`src/rtl/drum_denorm_pipe.sv`:
```
// DRUM denormaliser: encodes both leading-one vectors into a shift amount and
// restores the truncated KxK product to a 2N-bit result over a 2-stage valid/ready pipe.
module drum_denorm_pipe #(
   parameter int N = 16,
   parameter int K = 6
) (
   input  logic             clk,
   input  logic             rst_n,
   input  logic             in_valid,
   output logic             in_ready,
   input  logic [N-1:0]     lod_a,
   input  logic [N-1:0]     lod_b,
   input  logic [2*K-1:0]   prod,
   output logic             out_valid,
   input  logic             out_ready,
   output logic [2*N-1:0]   result,
   output logic             onehot_err
);
   localparam int SW = $clog2(2*N);

   // Highest set bit wins, so a corrupted vector still yields a usable shift.
   function automatic logic [SW-1:0] lod_shift(input logic [N-1:0] v);
      logic [SW-1:0] pos;
      pos = '0;
      for (int i = 0; i < N; i++)
         if (v[i]) pos = SW'(i);
      return (pos >= SW'(K-1)) ? pos - SW'(K-1) : '0;
   endfunction

   function automatic logic multi_hot(input logic [N-1:0] v);
      return |(v & (v - N'(1)));
   endfunction

   logic              s1_valid_q, s1_valid_d;
   logic [2*K-1:0]    s1_prod_q, s1_prod_d;
   logic [SW-1:0]     s1_shift_q, s1_shift_d;
   logic              s1_zero_q, s1_zero_d;
   logic              s1_err_q, s1_err_d;
   logic              s2_valid_q, s2_valid_d;
   logic [2*N-1:0]    result_q, result_d;
   logic              err_q, err_d;

   logic              s2_load;
   logic              accept;
   logic [2*N-1:0]    prod_ext;

   assign s2_load  = s1_valid_q & (~s2_valid_q | out_ready);
   assign in_ready = ~s1_valid_q | s2_load;
   assign accept   = in_valid & in_ready;
   assign prod_ext = (2*N)'(s1_prod_q);

   always_comb begin
      s1_valid_d = s1_valid_q;
      s1_prod_d  = s1_prod_q;
      s1_shift_d = s1_shift_q;
      s1_zero_d  = s1_zero_q;
      s1_err_d   = s1_err_q;
      s2_valid_d = s2_valid_q;
      result_d   = result_q;
      err_d      = err_q;

      if (accept) begin
         s1_valid_d = 1'b1;
         s1_prod_d  = prod;
         s1_shift_d = lod_shift(lod_a) + lod_shift(lod_b);
         s1_zero_d  = (lod_a == '0) | (lod_b == '0);
         s1_err_d   = multi_hot(lod_a) | multi_hot(lod_b);
      end else if (s2_load) begin
         s1_valid_d = 1'b0;
      end

      if (s2_load) begin
         s2_valid_d = 1'b1;
         result_d   = s1_zero_q ? '0 : (prod_ext << s1_shift_q);
         err_d      = s1_err_q;
      end else if (out_ready) begin
         s2_valid_d = 1'b0;
      end
   end

   always_ff @(posedge clk or negedge rst_n) begin
      if (!rst_n) begin
         s1_valid_q <= 1'b0;
         s1_prod_q  <= '0;
         s1_shift_q <= '0;
         s1_zero_q  <= 1'b0;
         s1_err_q   <= 1'b0;
         s2_valid_q <= 1'b0;
         result_q   <= '0;
         err_q      <= 1'b0;
      end else begin
         s1_valid_q <= s1_valid_d;
         s1_prod_q  <= s1_prod_d;
         s1_shift_q <= s1_shift_d;
         s1_zero_q  <= s1_zero_d;
         s1_err_q   <= s1_err_d;
         s2_valid_q <= s2_valid_d;
         result_q   <= result_d;
         err_q      <= err_d;
      end
   end

   assign out_valid  = s2_valid_q;
   assign result     = result_q;
   assign onehot_err = err_q;
endmodule

```
`config.mk`:
```
export PLATFORM = sky130hd
export DESIGN_NAME = drum_denorm_pipe
export DESIGN_NICKNAME = d
export VERILOG_FILES = /design/src/rtl/drum_denorm_pipe.sv
export SDC_FILE = /design/constraint.sdc
export NUM_CORES = 1
export LEC_CHECK = 0
export CAP_MARGIN = 20
export CORE_ASPECT_RATIO = 0.5
export CORE_MARGIN = 2
export CORE_UTILIZATION = 38
export DETAILED_ROUTE_END_ITERATION = 10
export DONT_BUFFER_PORTS = 1
export PLACE_DENSITY_LB_ADDON = 0.2
export RECOVER_POWER = 50
export SYNTH_ARGS = -nofsm -noshare
export SYNTH_HDL_FRONTEND = slang
export SYNTH_SLANG_ARGS = --single-unit
```
`constraint.sdc`:
```
create_clock -name clk -period 2.1 [get_ports clk]
set_input_delay 0.21 -clock clk [delete_from_list [all_inputs] [get_ports clk]]
set_output_delay 0.21 -clock clk [all_outputs]
set_load 0.02 [all_outputs]
```
**Word level (Yosys, flattened, before mapping)**

Index checks and enable logic that the tools add are counted.
W data, S select, Z words.

- Bits in registers: 54
- Input bits: 48
- Output and inout port bits: 35
- Logic and storage cells: 71

- Add/subtract/negate cells: 5
- Order comparisons: 2
- Shift-type cells: 1
- Mux-type cells: 39
- Bitwise gates (word level): 10
- Reduce and logical (&&, ||, !) cells: 6

Operators by type and width:

| operator | number |
|---|---|
| $mux W5 | 32 |
| $and A16 B16 Y16 | 2 |
| $logic_not A16 Y1 | 2 |
| $mux W32 | 1 |
| $reduce_or A16 Y1 | 2 |
| $shl A12 B5 Y32 | 1 |
| $sub A16 B1 Y16 const B | 2 |
| $ge A5 B3 Y1 const B | 2 |
| $sub A5 B3 Y5 const B | 2 |
| $mux W1 | 6 |
| $add A5 B5 Y5 | 1 |
| $or A1 B1 Y1 | 4 |
| $reduce_bool A2 Y1 | 2 |
| $and A1 B1 Y1 | 2 |
| $not A1 Y1 | 2 |

**Longest topological paths before layout**

Gate-level depths: netlist of the first run.

- Depth after elaboration: 19
- Gate-level depth with buffers: 12
- Mapped depth without buffers: 11

**Worst setup path after synthesis of the first run**

OpenSTA, ideal clock, no wires.

- Path type: input port to flip-flop
- Start: in lod_a[13]
- End: reg s1_shift_q[4]
- Library setup time: 136 ps
- Arrival: 2486 ps
- Setup slack: -522 ps
- Stages: 9
- Buffers on the path: 0
- Cells stage by stage: or3_1 nor4b_1 a21boi_0 o21a_1 ha_1 fa_1 a21o_1 a21oi_1 o21ai_0

- Word-level cells in the longest chain between the ends: 7

RTL lines:

| element | RTL line | RTL |
|---|---|---|
| start, declared | 11 | `input logic [N-1:0] lod_a,` |
| $mux W5 * (3 in series) | 26 | `if (v[i]) pos = SW'(i);` |
| $mux W5 * | 62 | `if (accept) begin` |
| $sub A5 B3 Y5 / $ge A5 B3 Y1 (equally long branches) | 27 | `return (pos >= SW'(K-1)) ? pos - SW'(K-1) : '0;` |
| $mux W5 * | 27 |  |
| $add A5 B5 Y5 * | 65 | `s1_shift_d = lod_shift(lod_a) + lod_shift(lod_b);` |
| end signal, assigned | 94 | `s1_shift_q <= s1_shift_d;` |
| end, declared | 36 | `logic [SW-1:0] s1_shift_q, s1_shift_d;` |

Mark *: on every way between the ends. The rest lies on a longest branch, timed or not. The select of a mux whose other input is x is not followed.
A chain may end at the register's enable or synchronous reset.

**Worst setup path after layout of the first run**

- Start: in lod_a[6]
- End: reg s1_shift_q[4]

- Word-level cells in the longest chain between the ends: 14

RTL lines:

| element | RTL line |
|---|---|
| $mux W5 * (10 in series) | 26 |
| $mux W5 * | 62 |
| $sub A5 B3 Y5 / $ge A5 B3 Y1 (equally long branches) | 27 |
| $mux W5 * | 27 |
| $add A5 B5 Y5 * | 65 |

Marked as above.

==> metrics, run 1 <==
Sw Share 38.7%; Starting Density slightly below 40%; worst path bufs/invs 1; share of cells above drive strength 1 24.9%; worst skew pair latency ~290 ps; CTS Buf Count 5; largest net degree at the start of global routing 55; Die H a little over 70 µm; DR pass1 iterations 4; P_sw between 0.001 and 0.0015 W; clk slew on worst S/H paths roughly 70 ps; fin crit share 98.8%; placer congestion estimate 0.797; Net Count, Synth 410; Initial DRC Count 136; register area 1350 µm²; mapped cell area approximately 3400 µm²; utilization after layout 46.5%; # fillers 831; Setup Viol. Count Final 0; status finished clean; Ys Warns 0; drt wl/cell 17.9 µm; GRT Total Usage 19.0%; area of the multi-input gates 2080 µm²; sequential power share between 40% and 50%; mean area per synthesized cell ~9.6 µm²; Port Buffer Count 0; crit path capture type flip-flop; Yosys cell types 58; register area share after synthesis 39.3%; Final Power about 0.0038 W; HPWL after DPL ~6.9 mm; vias in the first global route about 3000; most area-consuming cells after synthesis dfrtp_1, mux2_2, a22o_1; CP max stage cell fa_2; row cnt 24; IO Pins 83; Critical Path Start Type input port; Max Clk Rate 482 MHz; ANT nets after route 0; Via Count 2914; die area 9870 µm²; cells after synthesis between 300 and 400; vias per cell 5.85; H-tree Lvls 2; Ant. Diodes 0; Static Leak 1.69 nW; initial antenna violation count 0; area leader, netlist dfrtp_1; Rel. slew slack 13.6%; number of enable flip-flop cells after synthesis 0; Clock Tree Root clkbuf_16; CTS tree built; Clk network pwr share a little over a fifth; CTS max path bufs 2; clock sinks 54; post-layout min period 2070 ps; Final Slew Violations 0; CP peak stage delay 350 ps; # nets final 433; Hold Crit Class in2reg; post-synthesis async set-or-reset flop share 100%; Crit path arrival time 2240 ps; DRC Markers 0; DIE WIDTH 139 µm; Final Skew 6.60 ps; CP top delay family compound AO/OA/AOI/OAI gates; first-pass GRT wire length 15.4 mm; flops & latches, synth between 50 and 60; Fin. Hold Viols 0; CP max FO 4; DRT Wirelength 8.93 mm; unrepaired setup endpoints after global routing true; cell breakdown of the critical path nor2_1, o31ai_2, a211oi_2, or3_4, buf_4, a21boi_2, o21a_1, ha_2, fa_2, a21o_1, a21oi_2, o21ai_1; Slew @ Worst Pin between 1000 and 1500 ps; MaxCap Viol Count 0; top_reg_cell synth dfrtp_1; VDD IR-drop max approximately 390 µV; top cell type's share of synthesized area a little under 40%; Overflow after GRT 0; CP Class in2reg; core area 8740 µm²; synthesis-to-finish area growth 18.1%; internal power 0.00231 W; combinational share of power 32.2%; pwr/cell area 927 nW/µm²; Required @ worst endpoint between 2000 and 2500 ps
==> logic make-up (layout without fill, tap and decap cells) <==
kind of cell               Yosys count  in the layout  share of synthesized area (%)
AOI/OAI and AO/OA                  114            114                           24.7
xor gates and xnor gates             2              2                          0.509
adders and majority gates            5              5                           2.04
buffers and inverters               32             56                           3.56
DFF                                 54             54                           39.3
muxes                               40             40                           13.8
and+or+nand+nor                    110            110                           16.1
==> path summary, 6_finish.rpt <==
kind	from	end	slack, ps	cells after the start
setup / recovery	lod_a[6]	s1_shift_q[4]	30	12
hold / removal	in_valid	s1_valid_q	20	1
setup reg to reg	s1_shift_q[0]	result[28]	150	7
hold reg to reg	s1_err_q	s1_err_q	500	1
max in group asynchronous	rst_n	result[17]	550	2
min in group asynchronous	rst_n	s1_shift_q[0]	770	2
==> metrics by stage <==
step                      cell area (µm²)  setup WS (ps)  setup TNS, ps  std cells  hold slack, ps
after CTS                            4060          -12.0          -12.0        498            21.8
after detailed placement             3810           -477          -1530        486           -84.9
after global routing                 4060           -125           -313        498            40.9
final                                4060           25.8              0        498            22.3
after floorplan                      3500           -235           -772        357           -85.6
after global placement               3810           -359          -1230        486           -84.5
==> cells in the final DEF (no fill, tap or decap), types with 9 or more instances in the layout <==
cell and count:
dfrtp_1 54, nand2_1 35, buf_4 35, nor2_1 25
a22o_1 20, o21ai_0 19, mux2_2 18, mux2i_1 17
a21oi_1 13, inv_1 9
==> final cells by class <==
class | count | share of cell area (%)
clock inverters | 3 | 0.524
inverters | 10 | 0.924
multi-input cells | 271 | 51.3
flip-flops and latches | 54 | 33.3
clock buffers | 5 | 3.08
repair buffers | 38 | 7.33
well taps | 117 | 3.60
==> cell usage after synthesis (3+ instances only) <==
cell      number
nor3_1         6
nor4_1         6
o32a_1         3
nand2b_1       8
dfrtp_1       54
o31ai_1        5
nand4_1        3
mux2_2        19
a22o_1        20
o21ai_0       21
nand3_1        4
o21a_1         4
a32oi_1        5
ha_1           4
a211oi_1       3
a221o_1        3
inv_1          9
or3_1          7
mux2i_1       17
a22oi_1        5
o22ai_1        8
mux4_2         4
clkbuf_1      19
nand2_1       35
nor2_1        25
a21oi_1       15
==> worst reg2reg max path: stages, from the launching register on <==
cell     delay [ps]
dfrtp_1         410
buf_12          170
mux2_2          350
nand2_1          60
o21ai_0         160
mux2i_1         300
o21ai_0         170
a22o_1          220
==> registers in the layout, summed over array words and instances, names as in the netlist <==
register,flops
onehot_err,1
out_valid,1
result,32
s1_err_q,1
s1_prod_q,12
s1_shift_q,5
s1_valid_q,1
s1_zero_q,1
==> what timing repair did <==
action / 4_1_cts / 5_1_grt
pin swaps: 5 / 8
resized for setup: 10 / 6
endpoints found under the hold margin: 54 / 0
hold buffers: 2 / 0
buffers inserted: 2 / 0
setup endpoints to repair: 3 / 4
==> per-layer routing <==
| metal | vias up | part of all wire (%) | global-route usage, % |
|---|---|---|---|
| met2 | 79 | 46 | 32.1 |
| met4 | 0 | 0.88 | 4.08 |
| met1 | 1422 | 47 | 25.5 |
| li1 | 1405 | - | - |
| met3 | 8 | 6.3 | 4.55 |
| met5 | - | 0 | 0 |
==> power by group through the flow <==
stage                     clock network [W]  registers, W  logic, W
after floorplan                           0       0.00165  0.000915
after global placement                    0       0.00177   0.00115
after detailed placement                  0       0.00177   0.00117
after CTS                          0.000830       0.00175   0.00121
after global routing               0.000883       0.00179   0.00135
final                              0.000806       0.00175   0.00121
(Power assumes the default switching activity.)
==> run 2, diff against run 1 <==
--- a/config.mk
+++ b/config.mk
@@ -9,6 +9,7 @@
 export CORE_ASPECT_RATIO = 0.5
 export CORE_MARGIN = 2
 export CORE_UTILIZATION = 38
+export CTS_CLUSTER_DIAMETER = 120
 export DETAILED_ROUTE_END_ITERATION = 10
 export DONT_BUFFER_PORTS = 1
 export PLACE_DENSITY_LB_ADDON = 0.2
==> results of run 2 <==
Same layout as run 1: the final DEF is identical, and so are final timing and power.
